### config.mk
export PLATFORM = sky130hd
export DESIGN_NAME = alu_sequencer
export DESIGN_NICKNAME = d
export VERILOG_FILES = /design/src/rtl/alu_sequencer.sv
export SDC_FILE = /design/constraint.sdc
export NUM_CORES = 1
export LEC_CHECK = 0
export ABC_AREA = 1
export BUFFER_PORTS_ARGS = -buffer_cell sky130_fd_sc_hd__buf_2
export CORE_UTILIZATION = 42
export DETAILED_ROUTE_END_ITERATION = 6
export PLACE_DENSITY = 0.84
export SETUP_SLACK_MARGIN = 0.4
export SYNTH_ARGS = -nofsm -noshare
export SYNTH_HDL_FRONTEND = slang
export SYNTH_SLANG_ARGS = --single-unit
### constraint.sdc
create_clock -name clk -period 1.29 [get_ports clk]
set_input_delay 0.258 -clock clk [delete_from_list [all_inputs] [get_ports clk]]
set_output_delay 0.258 -clock clk [all_outputs]
set_load 0.01 [all_outputs]
### src/rtl/alu_sequencer.sv
// Request/response sequencer wrapped around an external combinational ALU.
// Each accepted operation takes one EXEC cycle before its result and flags are held for the consumer.
module alu_sequencer #(
  parameter int N = 8
) (
  input  logic         clk,
  input  logic         reset,
  input  logic         req_valid,
  output logic         req_ready,
  input  logic [N-1:0] req_a,
  input  logic [N-1:0] req_b,
  input  logic [3:0]   req_op,
  output logic [N-1:0] alu_a,
  output logic [N-1:0] alu_b,
  output logic [3:0]   alu_op,
  input  logic [N-1:0] alu_result,
  input  logic         alu_neg,
  input  logic         alu_zero,
  input  logic         alu_ovf,
  input  logic         alu_carry,
  output logic         rsp_valid,
  input  logic         rsp_ready,
  output logic [N-1:0] rsp_result,
  output logic [3:0]   rsp_flags,
  output logic [3:0]   sticky_flags,
  input  logic         clear_sticky,
  output logic [7:0]   op_count
);

  typedef enum logic [1:0] {IDLE, EXEC, RESP} state_e;

  state_e       state_q, state_d;
  logic [N-1:0] alu_a_q, alu_a_d;
  logic [N-1:0] alu_b_q, alu_b_d;
  logic [3:0]   alu_op_q, alu_op_d;
  logic [N-1:0] rsp_result_q, rsp_result_d;
  logic [3:0]   rsp_flags_q, rsp_flags_d;
  logic [3:0]   sticky_q, sticky_d;
  logic [7:0]   op_count_q, op_count_d;
  logic         accept;
  logic         capture;
  logic [3:0]   alu_flags;

  // A response being taken frees the sequencer in the same cycle, allowing back-to-back accepts.
  assign req_ready = (state_q == IDLE) || ((state_q == RESP) && rsp_ready);
  assign rsp_valid = (state_q == RESP);
  assign accept    = req_valid && req_ready;
  assign capture   = (state_q == EXEC);
  assign alu_flags = {alu_neg, alu_zero, alu_ovf, alu_carry};

  always_comb begin
    state_d      = state_q;
    alu_a_d      = alu_a_q;
    alu_b_d      = alu_b_q;
    alu_op_d     = alu_op_q;
    rsp_result_d = rsp_result_q;
    rsp_flags_d  = rsp_flags_q;
    sticky_d     = sticky_q;
    op_count_d   = op_count_q;

    case (state_q)
      IDLE:    if (accept) state_d = EXEC;
      EXEC:    state_d = RESP;
      RESP:    if (rsp_ready) state_d = req_valid ? EXEC : IDLE;
      default: state_d = IDLE;
    endcase

    if (accept) begin
      alu_a_d  = req_a;
      alu_b_d  = req_b;
      alu_op_d = req_op;
    end

    // A clear on the capture edge drops history but keeps the flags just captured.
    if (capture) begin
      rsp_result_d = alu_result;
      rsp_flags_d  = alu_flags;
      op_count_d   = op_count_q + 8'd1;
      sticky_d     = (clear_sticky ? 4'b0000 : sticky_q) | alu_flags;
    end else if (clear_sticky) begin
      sticky_d = 4'b0000;
    end
  end

  always_ff @(posedge clk or posedge reset) begin
    if (reset) begin
      state_q      <= IDLE;
      alu_a_q      <= '0;
      alu_b_q      <= '0;
      alu_op_q     <= '0;
      rsp_result_q <= '0;
      rsp_flags_q  <= '0;
      sticky_q     <= '0;
      op_count_q   <= '0;
    end else begin
      state_q      <= state_d;
      alu_a_q      <= alu_a_d;
      alu_b_q      <= alu_b_d;
      alu_op_q     <= alu_op_d;
      rsp_result_q <= rsp_result_d;
      rsp_flags_q  <= rsp_flags_d;
      sticky_q     <= sticky_d;
      op_count_q   <= op_count_d;
    end
  end

  assign alu_a        = alu_a_q;
  assign alu_b        = alu_b_q;
  assign alu_op       = alu_op_q;
  assign rsp_result   = rsp_result_q;
  assign rsp_flags    = rsp_flags_q;
  assign sticky_flags = sticky_q;
  assign op_count     = op_count_q;

endmodule

==> run metrics, run 1 <==
number of buffers created by CTS 5; count of clock tree sinks 46; area growth from synthesis to layout 65.38%; worst path setup slack after routing -0.03386 ns; hold buffer count at cts 0; combinational share of power 38.6%; die outline width 68.31 um; number of fillers in the final layout 300; Iteration-0 DRC Markers 80; setup clock skew after layout approximately 0.006 ns; type of the most critical hold path primary input to async pin; via density per instance 4.609; pin count of the biggest net entering global routing 47; cell count after synthesis ~210; Final setup viols 1; FP Rows 23; run status finished, violations left; net count reported at finish approximately 370; transition time of the tightest slew-check pin 0.2384 ns; initial core utilization 44.88%; Post-Synthesis Net Count 245; final standard cell area without fillers 3054 um2; end of the worst register-to-register path op_count[6]; critical-path cell list buf_6 > nor2_4 > buf_6; last weighted congestion value of the routability-driven placer about 0.73; TritonCTS clock tree built; most area-hungry cell type in the Yosys netlist sky130_fd_sc_hd__dfrtp_1; max-slew violations 0; number of H-tree levels 2; Remaining Overflow, GRT 0; router iterations before antenna repair 4; core region area 4115 um2; final clock period utilization by the worst path 102.6%; internal power contribution roughly 3.7 mW; buffer levels on the longest clock path 2; critical-path cell with the highest stage delay sky130_fd_sc_hd__dfrtp_1; number of top-level pins 83; warnings from Yosys 0; power share of the clock group between 20% and 30%; Root Buffer Master sky130_fd_sc_hd__clkbuf_8; floorplan die height 68.31 um; flip-flop and latch count after synthesis 46; antenna viol nets, final 0; net switching share of the total power 32.05%; max_cap viols 0; netlist area before placement 1847 um2; category of the critical setup timing path flip-flop to output pin; cell seen most often among critical-path stages sky130_fd_sc_hd__buf_6; DRC violation count after routing 0; ranking of synthesized cells by area sky130_fd_sc_hd__dfrtp_1 62%, sky130_fd_sc_hd__nand2_1 22%, sky130_fd_sc_hd__inv_1 3.7%; R2R depth 8; Routed WL per cell approximately 13 um; CP max stage delay 0.43 ns; Buffers on Ports 82; critical path depth in cells 3; maximum net fanout on the critical path 3; All-Layer GR Usage between 20 and 25%; number of buffer and inverter instances along the worst setup path 2; crit-path leading delay family flip-flops; hpwl dp 2765 um; worst slew margin relative to its limit 84.11%; VDD IR-drop max 0.0009978 V; Seq/Total Area, Yosys 62.33%; routed vias 1779; diode insertion count for antenna repair 0; initial antenna violation count 0; total design power 5.511 mW; CP Launch Type flip-flop; Post-DP Area 2340 um2; power dissipated by switching net loads approximately 1.8 mW; worst setup slack for register-to-register paths approximately 0.030 ns; maximum frequency from static timing analysis 0.7554 GHz; number of failing hold endpoints at the final stage 0; worst flop-to-flop path startpoint state_q[1]; required time of the critical path 1.03 ns; setup repair after global routing missed its margin true; WL final 4907 um; clock latency of the later-clocked register in the worst-skew pair 0.30 ns; leakage power of the design about 1.8 nW; average size of a mapped cell between 8 and 9 um2; count of distinct cell types in the synthesized netlist 19; die area 4666 um2; Reg clk slew, reported paths around 0.09 ns; power per cell area 1804 nW/um2; number of global-route vias before repair 1627; critical path capture point type output pin; core occupancy in the finished layout between 70% and 80%; multi-input combinational cell area between 700 and 800 um2; wire length of the first global-routing pass about 7500 um; failing checks negative setup slack; FF+latch area 1152 um2; fraction of layout cells with a size suffix above 1 54.17%; fraction of synthesized cell area taken by the top area cell type 62.33%; sequential share of power approximately 38%; Worst EP arrival about 1.1 ns; shortest period the worst path allows 1.324 ns
==> synthesized netlist by cell type <==
master,count
sky130_fd_sc_hd__inv_1,18
sky130_fd_sc_hd__buf_6,2
sky130_fd_sc_hd__dfrtp_1,46
sky130_fd_sc_hd__nand2_1,110
sky130_fd_sc_hd__nand3_2,1
sky130_fd_sc_hd__o21ai_0,3
sky130_fd_sc_hd__a21oi_1,1
sky130_fd_sc_hd__o21ai_1,1
sky130_fd_sc_hd__nand2_4,1
sky130_fd_sc_hd__buf_2,2
sky130_fd_sc_hd__nor2_1,2
sky130_fd_sc_hd__inv_2,4
sky130_fd_sc_hd__ha_1,1
sky130_fd_sc_hd__nor2_2,2
sky130_fd_sc_hd__xor2_1,2
sky130_fd_sc_hd__buf_4,2
sky130_fd_sc_hd__xnor2_1,2
sky130_fd_sc_hd__nand3_1,4
sky130_fd_sc_hd__o22ai_1,3
==> flip-flops by register name, summed over array words and instances (netlist names) <==
signal / cells
alu_a: 8
rsp_result: 8
sticky_flags: 4
alu_op: 4
alu_b: 8
state_q: 2
rsp_flags: 4
op_count: 8
==> worst min-delay path, delay by kind of cell <==
family / cells / cell delay (ns)
buffers and inverters: 3 / 0.43
==> what timing repair did <==
action                                  in CTS  in global routing
cloned                                       7                  0
endpoints found under the setup margin      91                 92
buffers inserted                            24                 10
resized for setup                           52                 22
pin swaps                                   11                  1
==> final cells by class <==
cell class | instances | area share [%]
clock inverter | 2 | 1.966
clock buffer | 6 | 2.704
sequential | 46 | 37.73
inverter | 22 | 3.482
timing repair inverter | 4 | 1.393
tap | 50 | 2.048
timing repair buffer | 121 | 25.69
multi-input combinational | 135 | 24.99
==> power by group through the flow <==
stage	Combinational, mW	Clock, mW	Sequential (mW)
floorplan	0.548	0	2.29
global placement	1.24	0	2.11
detailed placement	1.28	0	2.11
CTS	1.86	1.33	2.04
global route	2.32	1.39	2.12
finish	2.12	1.32	2.06
==> worst max path at each step <==
stage,endpoint,start
3_3_place_gp,alu_op[3],state_q[0]
6_report,rsp_valid,state_q[0]
5_1_grt,rsp_valid,state_q[0]
2_1_floorplan,op_count[6],op_count[1]
4_1_cts,rsp_valid,state_q[0]
3_5_place_dp,alu_b[1],state_q[1]
==> metal layers <==
| layer | global-route usage (%) | part of all wire (%) | wire length, um | vias up |
|---|---|---|---|---|
| li1 | - | - | - | 883 |
| met1 | 25.64 | 39 | 1924 | 838 |
| met2 | 40.20 | 55 | 2716 | 50 |
| met3 | 4.833 | 4.1 | 203 | 8 |
| met4 | 8.594 | 1.3 | 63 | 0 |
| met5 | 0 | 0 | 0 | - |
==> per-stage QoR <==
| stage | TNS, ns | hold slack, ns | cells | setup WS, ns |
|---|---|---|---|---|
| 2_1_floorplan | 0 | 0.2749 | 207 | 0.2136 |
| 3_3_place_gp | 0 | 0.3347 | 337 | 0.1354 |
| 3_5_place_dp | 0 | 0.3451 | 337 | 0.09032 |
| 4_1_cts | -0.008327 | 0.01389 | 376 | -0.008327 |
| 5_1_grt | -0.2652 | 0.01907 | 386 | -0.07617 |
| 6_report | -0.03386 | 0.008891 | 386 | -0.03386 |
==> cells in the final DEF (no fill, tap or decap), types with 3 or more instances in the layout <==
master,netlist,final
sky130_fd_sc_hd__nand3_1,4,3
sky130_fd_sc_hd__o22ai_1,3,3
sky130_fd_sc_hd__inv_1,18,16
sky130_fd_sc_hd__nor2_4,0,3
sky130_fd_sc_hd__clkbuf_8,0,6
sky130_fd_sc_hd__buf_4,2,34
sky130_fd_sc_hd__nand2_1,110,80
sky130_fd_sc_hd__nand2_4,1,8
sky130_fd_sc_hd__inv_2,4,3
sky130_fd_sc_hd__buf_2,2,74
sky130_fd_sc_hd__buf_6,2,11
sky130_fd_sc_hd__nand2_2,0,23
sky130_fd_sc_hd__dfrtp_1,46,45
==> cells by family after synthesis <==
group,after synthesis,share of synthesized area (%)
XOR/XNOR,4,1.897
adder cells (fa/ha/maj),1,0.6774
AND/OR/NAND/NOR,120,25.68
AO/OA/AOI/OAI,8,2.371
flip-flops,46,62.33
buffers and inverters,28,7.045
(Power assumes the default switching activity.)
==> run 2, diff against run 1 <==
--- a/config.mk
+++ b/config.mk
@@ -7,9 +7,9 @@
 export LEC_CHECK = 0
 export ABC_AREA = 1
 export BUFFER_PORTS_ARGS = -buffer_cell sky130_fd_sc_hd__buf_2
-export CORE_UTILIZATION = 42
+export CORE_UTILIZATION = 46
 export DETAILED_ROUTE_END_ITERATION = 6
-export PLACE_DENSITY = 0.84
+export PLACE_DENSITY = 0.87
 export SETUP_SLACK_MARGIN = 0.4
 export SYNTH_ARGS = -nofsm -noshare
 export SYNTH_HDL_FRONTEND = slang
==> constraint.sdc (replaced) <==
create_clock -name clk -period 1.37 [get_ports clk]
set_input_delay 0.274 -clock clk [delete_from_list [all_inputs] [get_ports clk]]
set_output_delay 0.274 -clock clk [all_outputs]
set_load 0.01 [all_outputs]
==> run metrics, run 2 (same netlist as run 1, synthesis figures left out) <==
initial antenna violation count 0 (unchanged); wire length the detailed router placed on met1 2363 um (+23%); hpwl dp 2807 um (+1.5%); Root Buffer Master sky130_fd_sc_hd__clkbuf_8; number of failing hold endpoints at the final stage 16 (+16); DRC violation count after routing 0 (unchanged); type of the most critical hold path primary input to async pin; critical-path cell with the highest stage delay sky130_fd_sc_hd__dfrtp_1; count of clock tree sinks 46 (unchanged); most used cells in the layout excluding fill and tap cells 77 x sky130_fd_sc_hd__buf_2, 62 x sky130_fd_sc_hd__nand2_1, 54 x sky130_fd_sc_hd__buf_4; worst flop-to-flop path startpoint state_q[1]; setup repair after global routing missed its margin true; end of the worst register-to-register path alu_a[5]; initial core utilization 49.33% (+4.5 points); number of instances in the placed design 334 (-0.89%); highest metal layer used by the detailed router met4; via density per instance 5.152 (+12%); pin count of the biggest net entering global routing 31 (-34%); amount of wire on met3 after detailed routing 417 um (+110%); last weighted congestion value of the routability-driven placer 0.7309 (-0.38%); buffer levels on the longest clock path 2 (unchanged); total design power 5.479 mW (-0.58%); maximum frequency from static timing analysis 0.7338 GHz; number of buffers created by CTS 5 (unchanged); failing checks negative hold slack; worst path setup slack after routing 0.007233 ns (+0.04109 ns); critical path capture point type flip-flop; Routed WL per cell 17.23 um (+36%); antenna viol nets, final 0 (unchanged); router iterations before antenna repair 4 (unchanged); shortest period the worst path allows 1.363 ns; number of H-tree levels 2 (unchanged); summed negative setup slack over all endpoints 0 ns (+0.03386 ns); Worst EP arrival 1.55 ns (+0.48 ns); diode insertion count for antenna repair 0 (unchanged); Reg clk slew, reported paths 0.09 ns (about the same); Post-DP Area 2325 um2 (-0.64%); worst setup slack for register-to-register paths 0.007 ns (-0.02 ns); power per cell area 1604 nW/um2 (-11%); number of top-level pins 83 (unchanged); max_cap viols 0 (unchanged); Post-Place Setup Slack 0.1532 ns (+0.06289 ns); area growth from synthesis to layout 84.96%; maximum net fanout on the critical path 6 (+3); setup clock skew after layout 0.006957 ns (+0.0009306 ns); clock latency of the later-clocked register in the worst-skew pair 0.30 ns (about the same); final clock period utilization by the worst path 99.47%; net count reported at finish 397 (+6.4%); CP Launch Type flip-flop; die outline width 65.36 um (-4.3%); critical-path cell list nand2_1 > nand2_2 > inv_2 > buf_12 > nand2_8 > buf_12 > buf_16 > nand2_2 > nand2_1; Buffers on Ports 82 (unchanged); FP Rows 22 (-4.3%); leakage power of the design 1.923 nW (+8.5%); Remaining Overflow, GRT 0 (unchanged); CP max stage delay 0.43 ns (about the same); run status finished, violations left; wire length of the first global-routing pass 9121 um (+21%); transition time of the tightest slew-check pin 0.3933 ns (+0.1549 ns); required time of the critical path 1.56 ns (+0.53 ns); final standard cell area without fillers 3416 um2 (+12%); number of global-route vias before repair 1920 (+18%); floorplan die height 65.36 um (-4.3%); R2R depth 9 (+1); TritonCTS clock tree built; Final setup viols 0 (-1); routed vias 2102 (+18%); core occupancy in the finished layout 91.24% (+17 points); core region area 3744 um2 (-9.0%); worst hold slack after final layout -0.03611 ns (-0.04500 ns); WL final 7028 um (+43%); category of the critical setup timing path flip-flop to flip-flop; All-Layer GR Usage 29.36% (+7.0 points); VDD IR-drop max 0.0008813 V (-12%); leading cell type in the layout, fill and taps excluded sky130_fd_sc_hd__buf_2; die area 4272 um2 (-8.5%); Iteration-0 DRC Markers 145 (+81%); worst slew margin relative to its limit 73.73% (-10 points); Final Instance Count excl. Fillers 408 (+5.7%); max-slew violations 0 (unchanged); fraction of layout cells with a size suffix above 1 64.72% (+11 points); total length of routed met2 wires 3983 um (+47%)
[run 2: changes by cell type in the layout (fill, tap and decap cells not counted), moves of 3 or more]
cell                      change
sky130_fd_sc_hd__o22ai_1      -3
sky130_fd_sc_hd__nand2_1     -18
sky130_fd_sc_hd__nand2_4      +5
sky130_fd_sc_hd__buf_12       +4
sky130_fd_sc_hd__nand2_2     +11
sky130_fd_sc_hd__nand3_1      -3
sky130_fd_sc_hd__buf_16       +3
sky130_fd_sc_hd__buf_2        +3
sky130_fd_sc_hd__buf_6        -3
sky130_fd_sc_hd__buf_4       +20
[run 2: layer usage]
metal / GRT usage, % / vias to the layer above
met5: 0 / -
met4: 8.696 / 0
met3: 5.035 / 30
met2: 57.86 / 124
met1: 31.21 / 1023
li1: - / 925
[run 2: power breakdown]
| group | switching [mW] | internal, mW | leakage (nW) |
|---|---|---|---|
| Sequential | 0.298 | 1.73 | 0.574 |
| Clock | 0.459 | 0.361 | 0.0452 |
| Combinational | 1.25 | 1.38 | 1.30 |
[run 2: worst max path at each step]
stage	from	end	slack [ns]	cells after the start
2_1_floorplan	op_count[1]	op_count[6]	0.29	6
3_3_place_gp	state_q[0]	alu_a[5]	0.23	7
3_5_place_dp	state_q[0]	alu_b[4]	0.15	7
4_1_cts	state_q[1]	req_ready	0.07	4
5_1_grt	state_q[1]	alu_a[5]	-0.04	9
6_report	state_q[1]	alu_a[5]	0.007	9
[run 2: final cells by class]
class | instances | area [um2]
well taps | 48 | 60.06
repair inverters | 1 | 11.26
repair buffers | 150 | 1109
fillers | 142 | 327.8
clock buffers | 6 | 72.57
inverters | 22 | 111.4
clock inverters | 2 | 13.76
multi-input cells | 133 | 883.3
flip-flops and latches | 46 | 1155
[run 2: critical path, delay by kind of cell, from the launching register on]
family / cells / cell delay [ns]
and+or+nand+nor: 5 / 0.35
buffers and inverters: 4 / 0.47
DFF: 1 / 0.43
[run 2: timing repair]
item / 4_1_cts / 5_1_grt
gates cloned: 7 / 0
pin swaps: 40 / 11
endpoints found under the hold margin: 16 / 16
setup buffers: 37 / 22
resized for setup: 75 / 43
endpoints found under the setup margin: 91 / 92
